`config.mk`:
```
export PLATFORM = sky130hd
export DESIGN_NAME = mem_load_arbiter
export DESIGN_NICKNAME = d
export VERILOG_FILES = /design/src/rtl/mem_load_arbiter.sv
export SDC_FILE = /design/constraint.sdc
export NUM_CORES = 1
export LEC_CHECK = 0
export BUFFER_PORTS_ARGS = -buffer_cell sky130_fd_sc_hd__buf_4
export CAP_MARGIN = 20
export CORE_ASPECT_RATIO = 1.1
export CORE_UTILIZATION = 45
export DETAILED_ROUTE_END_ITERATION = 6
export HOLD_SLACK_MARGIN = 0.06
export PLACE_DENSITY = 0.68
export SYNTH_ARGS = -nofsm -noshare
export SYNTH_HDL_FRONTEND = slang
export SYNTH_SLANG_ARGS = --single-unit
```
`constraint.sdc`:
```
create_clock -name clk -period 3.3 [get_ports clk]
set_clock_uncertainty 0.2 [all_clocks]
set_input_delay 0.825 -clock clk [delete_from_list [all_inputs] [get_ports clk]]
set_output_delay 0.825 -clock clk [all_outputs]
set_load 0.03 [all_outputs]
```
`src/rtl/mem_load_arbiter.sv`:
```
// Data-memory write-port owner: buffers host loader beats in a FIFO,
// commits them while the CPU is held, then hands the port to the CPU.
module mem_load_arbiter #(
    parameter int ADDR_W     = 32,
    parameter int DATA_W     = 32,
    parameter int FIFO_DEPTH = 4,
    parameter int CNT_W      = 16
) (
    input  logic              clk,
    input  logic              reset,
    input  logic              load_start,
    input  logic              run_start,
    input  logic              ext_valid,
    output logic              ext_ready,
    input  logic [ADDR_W-1:0] ext_addr,
    input  logic [DATA_W-1:0] ext_wdata,
    input  logic [2:0]        ext_store,
    input  logic              ext_last,
    input  logic              cpu_memwrite,
    input  logic [ADDR_W-1:0] cpu_addr,
    input  logic [DATA_W-1:0] cpu_wdata,
    input  logic [2:0]        cpu_store,
    input  logic              mem_stall,
    output logic              mem_we,
    output logic [ADDR_W-1:0] mem_addr,
    output logic [DATA_W-1:0] mem_wdata,
    output logic [2:0]        mem_store,
    output logic              cpu_run,
    output logic              busy,
    output logic [CNT_W-1:0]  load_count,
    output logic              err
);

    localparam int PTR_W = (FIFO_DEPTH > 1) ? $clog2(FIFO_DEPTH) : 1;
    localparam logic [PTR_W:0] FULL_FILL = (PTR_W + 1)'(FIFO_DEPTH);

    typedef enum logic [1:0] {
        IDLE,
        LOAD,
        DRAIN,
        RUN
    } state_t;

    state_t state;
    state_t nextState;

    logic [ADDR_W-1:0] fifoAddr  [FIFO_DEPTH];
    logic [DATA_W-1:0] fifoData  [FIFO_DEPTH];
    logic [2:0]        fifoStore [FIFO_DEPTH];

    logic [PTR_W-1:0] wrPtr;
    logic [PTR_W-1:0] rdPtr;
    logic [PTR_W:0]   fill;

    logic full;
    logic empty;
    logic loading;
    logic beatOk;
    logic accept;
    logic push;
    logic pop;

    logic              commitWe;
    logic [ADDR_W-1:0] commitAddr;
    logic [DATA_W-1:0] commitData;
    logic [2:0]        commitStore;

    logic [CNT_W-1:0] count;
    logic             errQ;
    logic             runQ;

    assign empty   = (fill == '0);
    assign full    = (fill == FULL_FILL);
    assign loading = (state == LOAD) || (state == DRAIN);

    assign ext_ready = (state == LOAD) && !full;
    assign accept    = ext_valid && ext_ready;
    assign push      = accept && beatOk;
    assign pop       = loading && !empty && !mem_stall;

    // Misaligned halfword/word stores and unknown store types are refused.
    always_comb begin
        beatOk = 1'b0;
        case (ext_store)
            3'b000:  beatOk = 1'b1;
            3'b001:  beatOk = !ext_addr[0];
            3'b010:  beatOk = (ext_addr[1:0] == 2'b00);
            default: beatOk = 1'b0;
        endcase
    end

    always_comb begin
        nextState = state;
        unique case (state)
            IDLE: begin
                if (load_start) begin
                    nextState = LOAD;
                end else if (run_start) begin
                    nextState = RUN;
                end
            end
            LOAD: begin
                if (accept && ext_last) begin
                    nextState = DRAIN;
                end
            end
            // Wait for the last registered write to leave before handing over.
            DRAIN: begin
                if (empty && !commitWe) begin
                    nextState = RUN;
                end
            end
            RUN: begin
                if (load_start) begin
                    nextState = LOAD;
                end
            end
        endcase
    end

    always_ff @(posedge clk) begin
        if (push) begin
            fifoAddr[wrPtr]  <= ext_addr;
            fifoData[wrPtr]  <= ext_wdata;
            fifoStore[wrPtr] <= ext_store;
        end
    end

    always_ff @(posedge clk or negedge reset) begin
        if (!reset) begin
            state       <= IDLE;
            wrPtr       <= '0;
            rdPtr       <= '0;
            fill        <= '0;
            commitWe    <= 1'b0;
            commitAddr  <= '0;
            commitData  <= '0;
            commitStore <= '0;
            count       <= '0;
            errQ        <= 1'b0;
            runQ        <= 1'b0;
        end else begin
            state <= nextState;
            runQ  <= (nextState == RUN);

            if (push) begin
                wrPtr <= wrPtr + 1'b1;
            end
            if (pop) begin
                rdPtr <= rdPtr + 1'b1;
            end
            case ({push, pop})
                2'b10:   fill <= fill + 1'b1;
                2'b01:   fill <= fill - 1'b1;
                default: fill <= fill;
            endcase

            commitWe    <= pop;
            commitAddr  <= pop ? fifoAddr[rdPtr]  : '0;
            commitData  <= pop ? fifoData[rdPtr]  : '0;
            commitStore <= pop ? fifoStore[rdPtr] : '0;

            if ((nextState == LOAD) && (state != LOAD)) begin
                count <= '0;
                errQ  <= 1'b0;
            end else begin
                if (pop && (count != '1)) begin
                    count <= count + 1'b1;
                end
                if (accept && !beatOk) begin
                    errQ <= 1'b1;
                end
            end
        end
    end

    // In RUN the CPU owns the port with no added latency.
    assign mem_we    = (state == RUN) ? cpu_memwrite : commitWe;
    assign mem_addr  = (state == RUN) ? cpu_addr     : commitAddr;
    assign mem_wdata = (state == RUN) ? cpu_wdata    : commitData;
    assign mem_store = (state == RUN) ? cpu_store    : commitStore;

    assign cpu_run    = runQ;
    assign busy       = loading;
    assign load_count = count;
    assign err        = errQ;

endmodule

```
==> flow_summary_export.csv <==
group,metric,value,unit
pwr,pwr-share-clk,0.278,
worst_setup_path,cp-end-kind,"output pin",
pwr,p_switching,4500,uW
synthesis,synth_edf_count,268,
sta,maxSlewHeadroom,0.571,
pwr,peakVddDrop,478,uV
pwr,powerDensity,811,nW/um^2
worst_setup_path,startpoint_type,"flip-flop",
finish,finalNetCount,1154,
die,ios,230,
synthesis,ys_warn_count,0,
global_route,grt_max_degree,72,
die,die_h,189,um
global_route,globalRoute.totalOverflow,0,
place,gp_congestion,0.854,
cts,clock_path_buffers,3,
pwr,leakage,0.00687,uW
cts,cts-hold-fix-buffers,0,
synthesis,syn-cell-area,14200,um^2
sta,hold_violations,0,
outcome,outcome,"completed",
worst_setup_path,reg2reg_from,"state[1]$_DFF_PN0_",
cts,cts_tree,"built",
sta,drv_slew,0,
finish,fin_util,0.584,
synthesis,synthTopCellsByArea,"edfxtp_1 (57%), dfrtp_1 (17%), mux4_2 (11%), mux2_2 (5.5%), and2_1 (3.2%)",
drt,drt-pass1-iter-count,5,
global_route,grt_usage,0.179,
worst_setup_path,critPathLaunch,"state[0]$_DFF_PN0_",
finish,fillers,2332,
finish,syn2layout_area_growth,26.2,%
cts,cts_sinks,363,
die,fp-row-count,67,
die,core,30800,um^2
synthesis,synth_nets,892,
worst_setup_path,cp_max_fo,35,
synthesis,synth_top_area_frac,0.565,
job,maxCapViolCount,0,
synthesis,synth-seq-cells,363,
worst_setup_path,required,2.27,ns
synthesis,synthArstFlopShare,0.262,
synthesis,syn_inst,739,
sta,hold_ws,0.0679,ns
global_route,grt_pass1_wl,43700,um
worst_setup_path,crit_type,"reg -> out",
cts,clk_latency,0.51,ns
cts,numCtsBuffers,37,
drt,drc,0,
pwr,power.share.sequential,0.401,
global_route,antenna_found_initial,0,
sta,period_share,0.941,
pwr,switching_share,0.309,
synthesis,synth_top_area_cell,"edfxtp_1",
synthesis,yosysUniqueCellTypes,50,
place,dpl-instance-area,16800,um^2
hold_path,hp-class,"in -> async",
pwr,combinationalPowerShare,0.322,
cts,clkTransAtPathRegs,0.06,ns
synthesis,synth_top_flop_cell,"edfxtp_1",
die,die_area,32400,um^2
cts,cts_root_buf,"clkbuf_16",
cts,h-tree-depth,2,
sta,rsz0062_at_grt,"no",
sta,finalSetupViolCount,0,
drt,via_per_inst,5.13,
synthesis,seq_area_frac_synth,0.732,
finish,layout-drive-gt1-share,0.452,
die,die_w,172,um
synthesis,synth.avg_cell_area,19.3,um^2
place,hpwl,18200,um
worst_setup_path,crit_arrival,2.08,ns
global_route,grt_pass1_vias,7718,
drt,vias,7402,
die,initial_core_util,0.463,
sta,period_needed,3.10,ns
drt,wl_per_cell,19.6,um
finish,seq_area,10400,um^2
sta,fmax,322,MHz
finish,diodes,0,
finish,multi_input_area,3640,um^2
drt,drt_iter0_markers,425,
place,port_buffers,229,
sta,worstMarginPinSlew,0.638,ns
pwr,internal_power,10100,uW
sta,finalSetupTns,0,ns
finish,fin_area,18000,um^2
drt,detail-route-antenna-nets,0,
drt,wl,28200,um
[timing repair]
item | CTS | global route
hold endpoints to repair | 0 | 0
buffers inserted | 0 | 0
gates resized for setup | 0 | 2
setup endpoints to repair | 0 | 19
[power by group through the flow]
stage | Clock, uW | Combinational (uW) | Sequential, uW
floorplan | 0 | 3370 | 5680
CTS | 4130 | 4760 | 5850
global placement | 0 | 4680 | 5930
detailed placement | 0 | 4730 | 5940
finish | 4040 | 4690 | 5830
global route | 4310 | 5040 | 5900
[critical path: stages, from the launching register on]
cell,delay [ns]
dfrtp_1,0.49
ha_4,0.19
buf_6,0.29
mux2_2,0.39
buf_4,0.17
[layer usage]
metal	vias up	routed length (um)	GRT usage
li1	3423	-	-
met1	3728	12200	0.241
met2	218	13900	0.295
met3	33	1670	0.0407
met4	0	463	0.0436
met5	-	0	0
[layout by cell type (no fill, tap or decap), types with 3 or more instances in the layout]
cell       synthesis  layout
mux4_2            67      67
a211oi_1           6       6
inv_1             11      10
clkinv_1           0       5
mux2_2            70      70
a21oi_1           17      17
and2_1            73      69
or4_1              6       6
clkinv_2           0       5
dfrtp_1           95      93
edfxtp_1         268     268
nand4_1            5       5
buf_12             0      15
and2_4             0       4
xnor2_1            5       5
nand2_1            8       8
and4_1             3       3
nor3_1             7       7
clkbuf_8           0       5
clkbuf_16          0      39
o31ai_1            5       5
nand3_1            4       4
nor2_1             7       7
buf_4              0     242
ha_1              10       9
clkbuf_1          22       9
o21ai_0            4       4
[synth_stat cells (3+ instances only)]
library cell	n
edfxtp_1	268
dfrtp_1	95
and2_1	73
mux2_2	70
mux4_2	67
clkbuf_1	22
a21oi_1	17
inv_1	11
ha_1	10
nand2_1	8
nor2_1	7
nor3_1	7
a211oi_1	6
buf_1	6
buf_2	6
or4_1	6
nand4_1	5
o31ai_1	5
xnor2_1	5
nand3_1	4
o21ai_0	4
and4_1	3
[cell type report]
cell class,instances,share of cell area
Clock inverter,15,0.00634
Sequential cell,363,0.581
Clock buffer,53,0.0600
Tap cell,414,0.0288
Multi-Input combinational cell,329,0.203
Inverter,11,0.00230
Timing Repair Buffer,259,0.119
[stage by stage]
step	power (uW)	instances	setup WS (ns)
2_1_floorplan	9050	739	0.133
3_3_place_gp	10600	1376	0.344
3_5_place_dp	10700	1376	0.342
4_1_cts	14700	1444	0.0756
5_1_grt	15200	1444	0.0968
6_report	14600	1444	0.196
[logic make-up (layout without fill, tap and decap cells)]
| logic type | after synthesis | after routing | synth area share |
|---|---|---|---|
| fa+ha+maj | 11 | 11 | 0.0102 |
| simple gates | 131 | 131 | 0.0576 |
| compound gates | 44 | 44 | 0.0214 |
| xor+xnor | 6 | 6 | 0.00369 |
| mux | 137 | 137 | 0.161 |
| flops | 363 | 363 | 0.732 |
| buf+inv | 47 | 338 | 0.0135 |
[flip-flops by register name, summed over array words and instances, names as in the netlist]
name         flops
state            2
commitWe         1
fifoData       128
fifoAddr       128
err              1
fill             3
cpu_run          1
rdPtr            2
load_count      16
wrPtr            2
commitAddr      32
commitData      32
commitStore      3
fifoStore       12
[final timing paths]
| path | depth (start not counted) | slack (ns) | endpoint |
|---|---|---|---|
| max | 4 | 0.20 | mem_addr[10] |
| min | 1 | 0.07 | cpu_run$_DFF_PN0_ |
| max reg2reg | 10 | 0.61 | fill[2]$_DFFE_PN0P_ |
| min reg2reg | 1 | 0.32 | load_count[14]$_DFFE_PN0P_ |
| max in group asynchronous | 2 | 2.08 | rdPtr[0]$_DFFE_PN0P_ |
| min in group clk | 1 | 0.31 | fifoData[1][10]$_DFFE_PP_ |
Power figures use the tool's default switching activity.
